[src/rtl/uart_arb_pkg.sv]
// Shared types and sizing helpers for the UART transmit arbiter.
package uart_arb_pkg;

  typedef enum logic [1:0] {
    IDLE      = 2'd0,
    ISSUE     = 2'd1,
    WAIT_BUSY = 2'd2,
    WAIT_DONE = 2'd3
  } state_t;

  typedef logic [7:0] byte_t;

  function automatic int cnt_width(input int timeout);
    return $clog2(timeout + 1);
  endfunction

  function automatic int idx_width(input int n);
    return (n > 1) ? $clog2(n) : 1;
  endfunction

endpackage

[src/rtl/uart_tx_arbiter_rr.sv]
// Combinational round-robin pick: first set request at or above i_ptr, wrapping.
module rr_arbiter #(
  parameter int N  = 4,
  parameter int PW = (N > 1) ? $clog2(N) : 1
) (
  input  logic [N-1:0]  i_req,
  input  logic [PW-1:0] i_ptr,
  output logic [N-1:0]  o_gnt,
  output logic [PW-1:0] o_idx,
  output logic          o_found
);

  logic [PW-1:0] w_slot [N];
  logic [N-1:0]  w_hit;

  // w_hit[k] is the request of the client k positions after the pointer.
  for (genvar gi = 0; gi < N; gi++) begin : g_slot
    assign w_slot[gi] = PW'((int'(i_ptr) + gi) % N);
    assign w_hit[gi]  = i_req[w_slot[gi]];
  end

  always_comb begin
    o_found = |w_hit;
    o_idx   = '0;
    for (int k = N - 1; k >= 0; k--) begin
      if (w_hit[k]) o_idx = w_slot[k];
    end
    o_gnt = '0;
    if (o_found) o_gnt[o_idx] = 1'b1;
  end

endmodule

[src/rtl/uart_tx_arbiter.sv]
// Round-robin sharing of one UART byte transmitter among NUM_REQ clients.
// Define UART_ARB_LOCK_EN to add req_last and keep a client granted across a multi-byte message.
module uart_tx_arbiter
  import uart_arb_pkg::*;
#(
  parameter int NUM_REQ      = 4,
  parameter int BUSY_TIMEOUT = 16
) (
  input  logic                 clk,
  input  logic                 reset,
  input  logic [NUM_REQ-1:0]   req_valid,
  input  logic [8*NUM_REQ-1:0] req_data,
`ifdef UART_ARB_LOCK_EN
  input  logic [NUM_REQ-1:0]   req_last,
`endif
  output logic [NUM_REQ-1:0]   req_ready,
  output logic [7:0]           tx_data,
  output logic                 tx_transmit,
  input  logic                 tx_busy,
  output logic [NUM_REQ-1:0]   grant,
  output logic                 active,
  output logic                 timeout_err
);

  localparam int PW = idx_width(NUM_REQ);
  localparam int CW = cnt_width(BUSY_TIMEOUT);
  localparam logic [CW-1:0] TIMEOUT_CNT = CW'(BUSY_TIMEOUT);
  localparam logic [PW-1:0] LAST_IDX    = PW'(NUM_REQ - 1);

  state_t             r_state;
  state_t             w_state_next;
  logic [PW-1:0]      r_ptr;
  logic [CW-1:0]      r_cnt;
  logic [NUM_REQ-1:0] r_grant;
  byte_t              r_tx_data;

  logic [NUM_REQ-1:0] w_mask;
  logic [NUM_REQ-1:0] w_req;
  logic [NUM_REQ-1:0] w_pick_gnt;
  logic [PW-1:0]      w_pick_idx;
  logic               w_pick_found;
  logic               w_accept;
  logic               w_timeout;
  byte_t              w_req_byte [NUM_REQ];

  for (genvar gi = 0; gi < NUM_REQ; gi++) begin : g_byte
    assign w_req_byte[gi] = req_data[8*gi +: 8];
  end

`ifdef UART_ARB_LOCK_EN
  logic               r_locked;
  logic [NUM_REQ-1:0] r_lock_mask;

  assign w_mask = r_locked ? r_lock_mask : '1;

  always_ff @(posedge clk) begin
    if (reset) begin
      r_locked    <= 1'b0;
      r_lock_mask <= '0;
    end else if (w_accept) begin
      r_locked    <= ~|(req_last & w_pick_gnt);
      r_lock_mask <= w_pick_gnt;
    end else if (w_timeout) begin
      r_locked    <= 1'b0;
    end
  end
`else
  assign w_mask = '1;
`endif

  assign w_req = req_valid & w_mask;

  rr_arbiter #(
    .N  (NUM_REQ),
    .PW (PW)
  ) u_rr (
    .i_req   (w_req),
    .i_ptr   (r_ptr),
    .o_gnt   (w_pick_gnt),
    .o_idx   (w_pick_idx),
    .o_found (w_pick_found)
  );

  always_ff @(posedge clk) begin
    if (reset) r_state <= IDLE;
    else       r_state <= w_state_next;
  end

  // Handshake is suppressed while reset is high so no client sees a byte accepted that is then lost.
  always_comb begin
    w_state_next = r_state;
    w_accept     = 1'b0;
    w_timeout    = 1'b0;
    tx_transmit  = 1'b0;
    case (r_state)
      IDLE: begin
        if (!reset && !tx_busy && w_pick_found) begin
          w_accept     = 1'b1;
          w_state_next = ISSUE;
        end
      end
      ISSUE: begin
        tx_transmit  = 1'b1;
        w_state_next = WAIT_BUSY;
      end
      WAIT_BUSY: begin
        if (tx_busy) begin
          w_state_next = WAIT_DONE;
        end else if (r_cnt == TIMEOUT_CNT) begin
          w_timeout    = 1'b1;
          w_state_next = IDLE;
        end
      end
      WAIT_DONE: begin
        if (!tx_busy) w_state_next = IDLE;
      end
      default: w_state_next = IDLE;
    endcase
  end

  always_ff @(posedge clk) begin
    if (reset) begin
      r_ptr     <= '0;
      r_cnt     <= '0;
      r_grant   <= '0;
      r_tx_data <= '0;
    end else begin
      if (w_accept) begin
        r_tx_data <= w_req_byte[w_pick_idx];
        r_grant   <= w_pick_gnt;
        r_ptr     <= (w_pick_idx == LAST_IDX) ? '0 : w_pick_idx + 1'b1;
      end
      // Counter saturates at the timeout value rather than wrapping.
      if (r_state == ISSUE) begin
        r_cnt <= '0;
      end else if (r_state == WAIT_BUSY && !tx_busy && r_cnt != TIMEOUT_CNT) begin
        r_cnt <= r_cnt + 1'b1;
      end
      if (w_timeout || (r_state == WAIT_DONE && !tx_busy)) begin
        r_grant <= '0;
      end
    end
  end

  assign req_ready   = w_accept ? w_pick_gnt : '0;
  assign tx_data     = r_tx_data;
  assign grant       = r_grant;
  assign active      = (r_state != IDLE);
  assign timeout_err = w_timeout;

endmodule

[config.mk]
export PLATFORM = sky130hd
export DESIGN_NAME = uart_tx_arbiter
export DESIGN_NICKNAME = d
export VERILOG_FILES = /design/src/rtl/uart_arb_pkg.sv /design/src/rtl/uart_tx_arbiter_rr.sv /design/src/rtl/uart_tx_arbiter.sv
export SDC_FILE = /design/constraint.sdc
export NUM_CORES = 1
export LEC_CHECK = 0
export ABC_AREA = 1
export CORE_MARGIN = 3
export CORE_UTILIZATION = 40
export DETAILED_ROUTE_END_ITERATION = 10
export GPL_ROUTABILITY_DRIVEN = 0
export PLACE_DENSITY = 0.76
export SYNTH_ARGS = -nofsm -noshare
export SYNTH_HDL_FRONTEND = slang
export SYNTH_SLANG_ARGS = --single-unit
[constraint.sdc]
create_clock -name clk -period 1.8 [get_ports clk]
set_input_delay 0.36 -clock clk [delete_from_list [all_inputs] [get_ports clk]]
set_output_delay 0.36 -clock clk [all_outputs]
set_load 0.1 [all_outputs]
### After elaboration in Yosys (flattened, before gate mapping)

Index checks and enable logic that the tools add are counted.

| storage, ports and cells | value |
|---|---|
| input port bits | 39 |
| bits in read-only memories | 0 |
| bits in latches | 0 |
| flip-flop bits (word level) | 21 |
| memory bits (writable) | 0 |
| memories kept | 0 |
| output and inout bits | 19 |
| word-level logic and storage cells | 73 |

| operators by class | value |
|---|---|
| eq/ne operators | 9 |
| multipliers | 0 |
| divide/modulo/power cells | 0 |
| shifts and indexed selects | 0 |
| $add $sub $neg | 5 |
| bitwise gates (word level) | 1 |
| reductions and logical operators | 15 |
| mux-type cells | 31 |
| $lt $le $gt $ge | 7 |

Operators with widths:

| operator | count |
|---|---|
| $mux 2 | 9 |
| $bmux 8 s2 | 1 |
| $mux 8 | 2 |
| $lt 2x3->1 const B | 5 |
| $mux 1 | 11 |
| $bmux 1 s2 | 4 |
| $mux 4 | 2 |
| $pmux 2 s4 | 1 |
| $eq 2x2->1 const B | 3 |
| $logic_and 1x1->1 | 6 |
| $add 5x1->5 const B | 1 |
| $eq 5x5->1 const B | 1 |
| $ne 5x5->1 const B | 1 |
| $add 2x1->2 const B | 2 |
| $add 2x2->2 const B | 2 |
| $ne 2x2->1 const B | 2 |
| $reduce_or 2->1 | 2 |
| $reduce_or 4->1 | 1 |
| $ge 3x3->1 const B | 1 |
| $ne 3x3->1 const B | 1 |
| $not 2->3 | 1 |
| $reduce_and 3->1 | 1 |
| $demux 1 s2 | 1 |
| $eq 2x1->1 const B | 1 |
| other kinds (5) | 6 |

### Depth between registers and ports, before layout

| logic depth | value |
|---|---|
| depth in word-level cells | 13 |
| mapped depth | 15 |
| mapped depth without buffers | 14 |

### Cells and area by module

A second synthesis with hierarchy kept.

| unflattened totals | value |
|---|---|
| cell total of the unflattened synthesis | 258 |
| area, all modules | 1511.4 um^2 |

By module, submodules not included:

| module | cells an instance | times used | area an instance (um^2) | seq. area each (um^2) |
|---|---|---|---|---|
| uart_tx_arbiter | 203 | 1 | 1270.0 | 420.4 |
| rr_arbiter | 55 | 1 | 241.5 | 0.0 |

### Worst setup path after synthesis

OpenSTA, ideal clock, no wires.

| path | value |
|---|---|
| path type | flip-flop to output port |
| from | register r_cnt[0] |
| to | output port timeout_err |
| data required time | 1440 ps |
| buffers on the path | 0 |
| stages on the path, launching flop included | 5 |
| path slack | -1229 ps |
| arrival time | 2669 ps |
| path through | dfxtp_1 inv_1 ha_1 nand4_1 nor3_1 |

| between the ends | value |
|---|---|
| cells in the longest elaborated chain, start to end | 4 |

Ends and longest elaborated chain:

| element | line | RTL |
|---|---|---|
| start: declaration | uart_tx_arbiter.sv:33 | `logic [CW-1:0] r_cnt;` |
| start signal: assignment | uart_tx_arbiter.sv:137 | `r_cnt <= r_cnt + 1'b1;` |
| $eq 5x5->1 | uart_tx_arbiter.sv:109 | `end else if (r_cnt == TIMEOUT_CNT) begin` |
| $mux 1 | uart_tx_arbiter.sv:109 |  |
| $mux 1 | uart_tx_arbiter.sv:107 | `if (tx_busy) begin` |
| $mux 1 | uart_tx_arbiter.sv:95 | `case (r_state)` |
| end: declaration | uart_tx_arbiter.sv:22 | `output logic timeout_err` |

Every way passes these cells.

### Worst setup path after layout

| path | value |
|---|---|
| from | register r_ptr[0] |
| to | output port req_ready[1] |

| between the ends | value |
|---|---|
| cells in the longest elaborated chain, start to end | 13 |
| elaborated cells on any way between the ends | 26 |
| classes of those cells | 3 x add/sub; 2 x order compare; 18 x mux; 3 x reduce/logical |

Ends and longest elaborated chain:

| element | line | RTL |
|---|---|---|
| start: declaration | uart_tx_arbiter.sv:32 | `logic [PW-1:0] r_ptr;` |
| start signal: assignment | uart_tx_arbiter.sv:131 | `r_ptr <= (w_pick_idx == LAST_IDX) ? '0 : w_pick_idx + 1'b1;` |
| $add 2x2->2 | uart_tx_arbiter_rr.sv:18 | `assign w_slot[gi] = PW'((int'(i_ptr) + gi) % N);` |
| $bmux 1 s2 | uart_tx_arbiter_rr.sv:19 | `assign w_hit[gi] = i_req[w_slot[gi]];` |
| $mux 1 (implied by the code) | uart_tx_arbiter_rr.sv:19 |  |
| $mux 2 (4 in a row) | uart_tx_arbiter_rr.sv:26 | `if (w_hit[k]) o_idx = w_slot[k];` |
| $lt 2x3->1 (implied by the code) or $ge 2x1->1 (tied branches) | uart_tx_arbiter_rr.sv:29 | `if (o_found) o_gnt[o_idx] = 1'b1;` |
| $logic_and 1x1->1 (implied by the code) | uart_tx_arbiter_rr.sv:29 |  |
| $mux 1 (implied by the code) | uart_tx_arbiter_rr.sv:29 |  |
| $demux 1 s2 | -- |  |
| $mux 4 | uart_tx_arbiter_rr.sv:29 |  |
| $mux 4 (*) | uart_tx_arbiter.sv:145 | `assign req_ready = w_accept ? w_pick_gnt : '0;` |
| end: declaration | uart_tx_arbiter.sv:16 | `output logic [NUM_REQ-1:0] req_ready,` |

Every way passes the cells marked *; elsewhere a longest branch is shown, timed or not. The select of a mux whose other input is x is not followed.

==> impl_metrics.py <==
metrics = {
    "outcome": {
        "status": "finished, violations left",
        "violations": "setup timing",
    },
    "finish": {
        "multi_input_area_mm2": 0.00112,
        "n_fill_cell": 244,
        "area_delta_synth_final_pct": 88.1,
        "drive_above_1_share_pct": 41.5,
        "antenna_cells": 0,
        "regArea_um2": 428,
        "instances_no_fill": 395,
        "nNetsFinal": 390,
    },
    "detailed_routing": {
        "vias": 1974,
        "finalWirelength_um": 5250,
        "first_pass_iters": 4,
        "ant_nets": 0,
        "wl_per_cell_um": 13.3,
        "via_per_inst": 5.00,
        "initialDrtViolationCount": 134,
        "remaining_drc_errors": 0,
    },
    "logic_synthesis": {
        "netlist_instances": 252,
        "synthesis.nets": 294,
        "yosysUniqueCellTypes": 28,
        "synth_warnings": 0,
        "synth_area_mm2": 0.00160,
        "ys_seq_area_share_pct": 26.2,
        "synth_seq_cells": 21,
        "syn_avg_cell_area_um2": 6.36,
    },
    "clock_network": {
        "cts-root-buf": "clkbuf_8",
        "cts_tree": "yes",
        "htree_levels": 1,
        "cts_num_sinks": 21,
        "numCtsBuffers": 3,
        "cts_hold_buf": 0,
        "clk_latency_ps": 260,
        "clk_pin_slew_worst_paths_ps": 80,
        "clk_path_buf_depth": 2,
    },
    "floorplan": {
        "design.core.area_mm2": 0.00377,
        "fp.dieW_um": 69.3,
        "start_util_pct": 42.5,
        "die_area_mm2": 0.00480,
        "die_h_um": 69.3,
        "rows": 22,
        "io_pins": 58,
    },
    "power_and_ir_drop": {
        "power_density_mw_per_mm2": 1080,
        "power.total_mw": 3.25,
        "p_leak_nw": 1.45,
        "ir_worst_vdd_mv": 1.02,
    },
    "timing": {
        "min_period_ps": 2230,
        "hold_slack_ps": 503,
        "worst_pin_slew_ps": 383,
        "fin_crit_sh_pct": 124,
        "hold_viol": 0,
        "max_freq_mhz": 448,
        "fin_worst_skew_ps": 4.71,
        "final-max-slew-violation-count": 0,
        "relSlewSlack_pct": 74.2,
        "rsz0062_at_grt": "true",
        "fin_setup_tns_ps": -1910,
        "layout_setup_ws_ps": -431,
        "setup-violations-final": 9,
    },
    "setup_path": {
        "path_class": "register to output pin",
        "cpPeakStageDelay_ps": 360,
        "cpLargestDelayFamily": "buffers and inverters",
        "startpoint_type": "register",
        "worstReg2RegEnd": "tx_data[3]$_SDFFE_PP0P_",
        "crit_cells": 11,
        "crit_fanout": 8,
        "r2r-start": "r_ptr[0]$_SDFFE_PP0P_",
        "rr_worst_depth": 15,
        "cp_slowest_cell": "dfxtp_4",
        "rrSetupSlack_ps": -90,
        "end_kind": "output pin",
        "path_buf_inv": 4,
        "worst-endpoint-arrival_ps": 1870,
        "crit_required_ps": 1440,
        "path_cells": "buf_12, o21ai_4, nand2_4, nand3_4, nand2_4, nand2_8, nand2_8, buf_6, nand3_4, clkinvlp_4, buf_12",
    },
    "grt": {
        "grt_pass1_wl_um": 8270,
        "grt_max_degree": 17,
        "grt_use_met3_pct": 4.78,
        "met2_usage_pct": 37.3,
        "antenna_found_initial": 0,
        "grt_pass1_vias": 1931,
        "busiest_layer": "met2",
        "grt_overflow": 0,
        "use_met1_pct": 23.5,
        "gr-usage-all-layers_pct": 20.5,
    },
    "hold_path": {
        "hp-class": "register to register",
        "holdPathEnd": "grant[3]$_SDFFE_PP0P_",
        "holdPathStages": 2,
        "hold_path_startpoint": "grant[3]$_SDFFE_PP0P_",
    },
    "place": {
        "io_buffers": 57,
        "post-place-cells": 377,
        "place_hpwl_um": 3560,
    },
    "job": {
        "maxCapViolations": 0,
    },
}
[per-stage QoR]
| step | utilization [%] | worst slack [ps] | instance area, um^2 |
|---|---|---|---|
| after global placement | 71.2 | -608 | 2680 |
| final | 80.0 | -431 | 3020 |
| after floorplan | - | -385 | 1730 |
| after CTS | 75.4 | -432 | 2840 |
| after global routing | 80.0 | -516 | 3020 |
| after detailed placement | 71.2 | -670 | 2680 |
[synth_stat cells]
master     n  area, um^2
buf_4      1        7.51
a211oi_1   1        7.51
nand2_8    1        20.0
o21ai_0    3        15.0
buf_12     1        20.0
dfxtp_1   21         420
nand2_2   13        81.3
nor2_2     1        6.26
buf_6      3        33.8
nor3_1     4        20.0
nand3_1   45         225
nor2_1     8        30.0
nand3_4    2        35.0
and3_1     1        6.26
inv_1     50         188
nand4_1    2        12.5
or2_2      1        6.26
nand3_2    3        30.0
nand2_1   60         225
o21ai_2    2        17.5
nor4_1     2        12.5
ha_1       3        37.5
inv_2      5        18.8
nor3b_1    1        7.51
clkbuf_1   1        3.75
a21oi_1   11        55.1
nand2_4    5        56.3
clkinv_1   1        3.75
[routing by layer]
layer,up-vias,wire [um]
met5,-,0
met4,0,54
met3,6,332
met2,79,2790
met1,915,2070
li1,974,-
[flip-flops by register name (all words and copies together), names as in the netlist]
signal and cells:
grant 4, r_state 2, tx_data 8, r_ptr 2, r_cnt 5
[worst max path at each step]
stage	from	to	slack [ps]
after global routing	r_ptr[0]$_SDFFE_PP0P_	req_ready[3]	-520
after global placement	req_valid[1]	req_ready[2]	-610
final	r_ptr[0]$_SDFFE_PP0P_	req_ready[1]	-430
after floorplan	r_cnt[0]$_SDFFE_PP0P_	timeout_err	-380
after CTS	r_ptr[0]$_SDFFE_PP0P_	req_ready[2]	-430
after detailed placement	req_valid[1]	req_ready[2]	-670
[final cells by class]
| cell class | count | share of cell area, % |
|---|---|---|
| Multi-Input combinational cell | 169 | 37.1 |
| Clock buffer | 3 | 1.37 |
| Clock inverter | 1 | 0.249 |
| Sequential cell | 21 | 14.2 |
| Timing Repair Buffer | 97 | 37.3 |
| Inverter | 56 | 7.76 |
| Tap cell | 48 | 1.99 |
[kinds of logic after synthesis]
logic type	count (synthesis)	share of synthesized area, %
AO/OA/AOI/OAI	17	5.93
flip-flops	21	26.2
buffers and inverters	62	17.2
adder cells (fa/ha/maj)	3	2.34
AND/OR/NAND/NOR	149	48.3
[what timing repair did]
item,in CTS,in global routing
setup buffers,10,8
setup endpoints to repair,13,21
gates resized for setup,17,30
gates cloned,0,2
pin swaps,16,18
[tightest hold or removal path, delay by kind of cell, from the launching register on]
kind | cells | cell delay (ps)
compound gates | 1 | 60
simple gates | 1 | 70
flops | 1 | 340
[placed cells by master (no fill, tap or decap), types with 2 or more instances in the layout]
master	n
buf_12	20
clkinvlp_4	5
nand2_8	2
clkbuf_8	3
nand2_4	8
nor2_1	5
clkbuf_16	2
a21oi_1	9
dfxtp_1	17
ha_1	2
nor3_2	2
nand3_4	5
inv_1	43
dfxtp_2	3
dlygate4sd2_1	4
o21ai_0	2
buf_6	2
nor3_1	2
buf_8	2
o21ai_4	2
nand2_2	27
nand4_1	2
clkdlybuf4s50_1	34
nand2_1	42
nand3_2	8
nor2_2	3
inv_4	3
nand3_1	37
inv_2	5
buf_4	33
[power by group]
group	internal, mW	leakage, nW	switching [mW]
Clock	0.156	0.0217	0.157
Combinational	0.936	1.26	1.38
Sequential	0.544	0.173	0.0810
Total	1.64	1.45	1.62
Power figures use the tool's default switching activity.
